==> src/rtl/fifo_pkg.sv <==
// Shared definitions for the single-clock FIFO family: read-mode encodings
// and the width helper used to size occupancy counters.
package fifo_pkg;

    localparam logic FIFO_MODE_STD  = 1'b0;
    localparam logic FIFO_MODE_FWFT = 1'b1;

    // Smallest r with 2**r >= v.
    function automatic int clog2(input int v);
        int r;
        r = 0;
        while ((1 << r) < v) r++;
        return r;
    endfunction

    // A counter that must hold 0..2**ptr inclusive.
    function automatic int cnt_width(input int ptr);
        return clog2((1 << ptr) + 1);
    endfunction

endpackage

==> src/rtl/sfifo_mem.sv <==
// FIFO storage: 2**PTR x WIDTH register array with one synchronous write
// port and one asynchronous read port. Contents are never reset.
module sfifo_mem #(
    parameter int WIDTH = 16,
    parameter int PTR   = 4
) (
    input  logic             clk,
    input  logic             we_i,
    input  logic [PTR-1:0]   waddr_i,
    input  logic [WIDTH-1:0] wdata_i,
    input  logic [PTR-1:0]   raddr_i,
    output logic [WIDTH-1:0] rdata_o
);

    logic [WIDTH-1:0] mem_q [2**PTR];

    always_ff @(posedge clk) begin
        if (we_i) mem_q[waddr_i] <= wdata_i;
    end

    assign rdata_o = mem_q[raddr_i];

endmodule

==> src/rtl/sfifo.sv <==
// Parametrised single-clock FIFO with standard or first-word-fall-through read,
// registered occupancy/threshold flags, sticky overflow/underflow and sync flush.
module sfifo
    import fifo_pkg::*;
#(
    parameter int   WIDTH     = 16,
    parameter int   PTR       = 4,
    parameter int   AFULL_TH  = 14,
    parameter int   AEMPTY_TH = 2,
    parameter logic FWFT      = FIFO_MODE_STD
) (
    input  logic             clk,
    input  logic             rst_n,
    input  logic             clr,
    input  logic             wr_en,
    input  logic [WIDTH-1:0] wr_data,
    output logic             wr_full,
    output logic             wr_afull,
    input  logic             rd_en,
    output logic [WIDTH-1:0] rd_data,
    output logic             rd_valid,
    output logic             rd_empty,
    output logic             rd_aempty,
    output logic [PTR:0]     data_cnt,
    output logic             overflow,
    output logic             underflow
);

    localparam int              CNT_W     = cnt_width(PTR);
    localparam logic [CNT_W-1:0] DEPTH_C  = CNT_W'(2**PTR);
    localparam logic [CNT_W-1:0] AFULL_C  = CNT_W'(AFULL_TH);
    localparam logic [CNT_W-1:0] AEMPTY_C = CNT_W'(AEMPTY_TH);

    logic [PTR-1:0]   wr_ptr_q, wr_ptr_d;
    logic [PTR-1:0]   rd_ptr_q, rd_ptr_d;
    logic [CNT_W-1:0] cnt_q, cnt_d;
    logic             full_q, afull_q, empty_q, aempty_q;
    logic             ovf_q, ovf_d, udf_q, udf_d;
    logic             wr_acc, rd_acc;
    logic [WIDTH-1:0] mem_rdata;

    // Acceptance looks only at registered flags, so a full FIFO never passes
    // a same-cycle write through to a same-cycle read.
    assign wr_acc = wr_en & ~full_q  & ~clr;
    assign rd_acc = rd_en & ~empty_q & ~clr;

    always_comb begin
        wr_ptr_d = wr_ptr_q;
        rd_ptr_d = rd_ptr_q;
        cnt_d    = cnt_q;
        ovf_d    = ovf_q | (wr_en & full_q);
        udf_d    = udf_q | (rd_en & empty_q);
        if (wr_acc) wr_ptr_d = wr_ptr_q + 1'b1;
        if (rd_acc) rd_ptr_d = rd_ptr_q + 1'b1;
        case ({wr_acc, rd_acc})
            2'b10:   cnt_d = cnt_q + 1'b1;
            2'b01:   cnt_d = cnt_q - 1'b1;
            default: cnt_d = cnt_q;
        endcase
        if (clr) begin
            wr_ptr_d = '0;
            rd_ptr_d = '0;
            cnt_d    = '0;
            ovf_d    = 1'b0;
            udf_d    = 1'b0;
        end
    end

    always_ff @(posedge clk or negedge rst_n) begin
        if (!rst_n) begin
            wr_ptr_q <= '0;
            rd_ptr_q <= '0;
            cnt_q    <= '0;
            full_q   <= 1'b0;
            afull_q  <= 1'b0;
            empty_q  <= 1'b1;
            aempty_q <= 1'b1;
            ovf_q    <= 1'b0;
            udf_q    <= 1'b0;
        end else begin
            wr_ptr_q <= wr_ptr_d;
            rd_ptr_q <= rd_ptr_d;
            cnt_q    <= cnt_d;
            full_q   <= (cnt_d == DEPTH_C);
            afull_q  <= (cnt_d >= AFULL_C);
            empty_q  <= (cnt_d == '0);
            aempty_q <= (cnt_d <= AEMPTY_C);
            ovf_q    <= ovf_d;
            udf_q    <= udf_d;
        end
    end

    // Gating with rst_n keeps a write from landing while reset is asserted.
    sfifo_mem #(.WIDTH(WIDTH), .PTR(PTR)) u_mem (
        .clk     (clk),
        .we_i    (wr_acc & rst_n),
        .waddr_i (wr_ptr_q),
        .wdata_i (wr_data),
        .raddr_i (rd_ptr_q),
        .rdata_o (mem_rdata)
    );

    generate
        if (FWFT == FIFO_MODE_STD) begin : g_std
            logic [WIDTH-1:0] rd_data_q;
            logic             rd_valid_q;

            always_ff @(posedge clk or negedge rst_n) begin
                if (!rst_n) begin
                    rd_data_q  <= '0;
                    rd_valid_q <= 1'b0;
                end else begin
                    rd_valid_q <= rd_acc;
                    if (rd_acc) rd_data_q <= mem_rdata;
                end
            end

            assign rd_data  = rd_data_q;
            assign rd_valid = rd_valid_q;
        end else begin : g_fwft
            assign rd_data  = mem_rdata;
            assign rd_valid = ~empty_q;
        end
    endgenerate

    assign wr_full   = full_q;
    assign wr_afull  = afull_q;
    assign rd_empty  = empty_q;
    assign rd_aempty = aempty_q;
    assign data_cnt  = cnt_q;
    assign overflow  = ovf_q;
    assign underflow = udf_q;

endmodule
==> config.mk <==
export PLATFORM = sky130hd
export DESIGN_NAME = sfifo
export DESIGN_NICKNAME = d
export VERILOG_FILES = /design/src/rtl/fifo_pkg.sv /design/src/rtl/sfifo_mem.sv /design/src/rtl/sfifo.sv
export SDC_FILE = /design/constraint.sdc
export NUM_CORES = 1
export LEC_CHECK = 0
export CAP_MARGIN = 20
export CORE_MARGIN = 4
export CORE_UTILIZATION = 63
export CTS_CLUSTER_SIZE = 24
export DETAILED_ROUTE_END_ITERATION = 10
export DONT_BUFFER_PORTS = 1
export PLACE_DENSITY = 0.8
export SLEW_MARGIN = 20
export SYNTH_ARGS = -nofsm -noshare
export SYNTH_HDL_FRONTEND = slang
export SYNTH_SLANG_ARGS = --single-unit
==> constraint.sdc <==
create_clock -name clk -period 4 [get_ports clk]
set_input_delay 0.6 -clock clk [delete_from_list [all_inputs] [get_ports clk]]
set_output_delay 0.6 -clock clk [all_outputs]
set_load 0.02 [all_outputs]
==> impl_metrics.yaml <==
outcome:
  status: "complete, no violations"
floorplanning:
  initial_core_util_pct: 65.2
  dieArea_mm2: 0.0203
  die_h_um: 142
  io_pins: 49
  die_x_um: 142
  floorplan.core_area_mm2: 0.0175
  std_cell_rows: 48
clock_network:
  postCtsHoldBufs: 2
  clk_pin_slew_ns: 0.06
  cts.htree.levels: 1
  cts-root-buf: "clkbuf_16"
  cts_buffers: 29
  clk_latency_ns: 0.56
  postCtsSetupBuffers: 0
  numClockSinks: 292
  cts_tree: "built"
  clk_path_buf_depth: 3
  cts.repair.resized: 0
drt:
  drc: 0
  drt-total-wl_um: 24400
  ant_nets: 0
  wl_met3_um: 2180
  wl_per_cell_um: 29.2
  num_vias: 5497
  wl_met1_um: 9100
  vias_per_cell: 6.59
  drt_pass1_iterations: 5
  drt-initial-drc-count: 623
  top_layer: "met4"
  wl_met2_um: 12200
worst_setup_path:
  path_max_fanout: 9
  cp_num_buf_inv: 1
  cp_slowest_stage_delay_ns: 0.58
  required_ns: 4.45
  path_cells: "or3b_1, inv_2, nand2_4, xnor2_1, ha_1, a21o_1, nand2_1, a211o_1, a31oi_1, mux2_4, a2111oi_2"
  path_delay_family: "compound AO/OA/AOI/OAI gates"
  end_kind: "flip-flop"
  cp_slowest_cell: "or3b_1"
  critPathKind: "flip-flop to flip-flop"
  arrival_ns: 3.58
  critPathLaunchType: "flip-flop"
logic_synthesis:
  synth_area_leaders: "edfxtp_1, mux4_2, dfrtp_1"
  synth_area_per_cell_um2: 20.6
  synth_cells: 554
  synth_seq_area_share_pct: 75.4
  synth-seq-cells: 292
  ys_async_sr_fraction_pct: 12.3
  synth.top_cell.area_share_pct: 67.5
  ys.flop_type: "edfxtp_1"
  synth_fp_nets: 582
  synth_warnings: 0
  yosysTopAreaCell: "edfxtp_1"
  synth_edf_count: 256
  synth_cell_type_count: 43
  synth_area_mm2: 0.0114
final_layout:
  final_util_pct: 74.2
  final_common_cell: "edfxtp_1"
  final_cell_mix: "edfxtp_1, mux4_2, nand2_1"
  drive_above_1_share_pct: 29.6
  syn_to_final_growth_pct: 13.9
  diodes: 0
  final_area_mm2: 0.0130
  nets: 615
timing:
  max_slew_margin_pct: 29.6
  clock.fmax_ghz: 0.319
  fin_skew_ns: 0.0101
  slew_viol_final: 0
  min_period_ns: 3.13
  min_period_over_period_pct: 78.3
  rsz0062_at_grt: "no"
  finalSetupViolCount: 0
  hold_viol_final: 0
  tns_ns: 0
  tightest_slew_ns: 1.06
power_and_ir_drop:
  p_per_area_mw_per_mm2: 565
  peakVddDrop_v: 0.000534
  p_leak_nw: 4.31
global_route:
  grt_max_degree: 41
  antenna_found_initial: 0
  grt_overflow: 0
  grt_pass1_vias: 5664
  grt_pass1_wl_um: 36500
  grt_usage_pct: 24.9
placed_design:
  dp_hpwl_um: 13300
  placed_cell_area_mm2: 0.0118
  io_buffers: 0
  globalplace.congestion: 0.841
hold_path:
  holdCritPathClass: "input port to flip-flop"
job:
  cap_violations: 0
[per-stage QoR]
stage	total power [mW]	hold slack, ns	cells	setup WS (ns)
6_report	7.33	0.0990	834	0.866
3_5_place_dp	4.20	0.305	779	0.706
5_1_grt	7.56	0.0909	834	0.703
4_1_cts	7.37	0.0843	834	0.879
2_1_floorplan	4.07	0.304	554	0.881
3_3_place_gp	4.19	0.305	779	0.824
[power breakdown]
part           internal [mW]  switching (mW)
sequential              3.43           0.253
clock                   2.04            1.13
combinational          0.262           0.216
total                   5.73            1.60
[routing by layer]
metal | vias up | global-route usage [%]
met5 | - | 0
met4 | 0 | 8.75
met3 | 60 | 5.75
met2 | 311 | 39.9
met1 | 2847 | 34.4
li1 | 2279 | -
[synth_stat cells, types with 3 or more instances]
cell type	instances
a21oi_1	6
buf_2	4
buf_1	3
xnor2_1	5
ha_1	7
buf_4	5
xor2_1	4
clkbuf_1	14
mux4_2	80
nand2_1	58
nor3_1	6
nand2b_1	4
dfrtp_1	34
nor2b_1	3
nor2_1	27
inv_1	7
edfxtp_1	256
[layout make-up]
type | instances | area (µm²)
clock buffer | 32 | 737
fill | 899 | 4510
multi-input combinational | 226 | 2670
sequential | 292 | 8600
inverter | 8 | 30.0
timing repair buffer | 30 | 265
clock inverter | 21 | 393
tap | 225 | 282
[cell families (layout without fill, tap and decap cells)]
family / Yosys count / count (layout) / synth area share [%]
AOI/OAI and AO/OA: 16 / 16 / 1.01
buffers and inverters: 36 / 91 / 1.47
xor gates and xnor gates: 9 / 9 / 0.692
muxes: 84 / 84 / 16.3
DFF: 292 / 292 / 75.4
adders and majority gates: 7 / 7 / 0.769
and+or+nand+nor: 110 / 110 / 4.36
[state kept, by name (all words and copies together) (netlist names), 4 cells and up]
| signal | cells |
|---|---|
| rd_data | 16 |
| u_mem.mem_q | 256 |
| rd_ptr_q | 4 |
| data_cnt | 5 |
| wr_ptr_q | 4 |
[final timing paths]
path,from,endpoint,slack [ns],cells past startpoint
min reg2reg,rd_data[12],rd_data[12],0.62,2
max reg2reg,rd_empty,rd_aempty,0.87,11
min in group asynchronous,rst_n,rd_ptr_q[0],0.55,2
max in group asynchronous,rst_n,rd_aempty,3.19,2
min,clr,rd_ptr_q[0],0.1,1
max,rd_empty,rd_aempty,0.87,11
No activity file was read; power rests on OpenSTA's default activity.
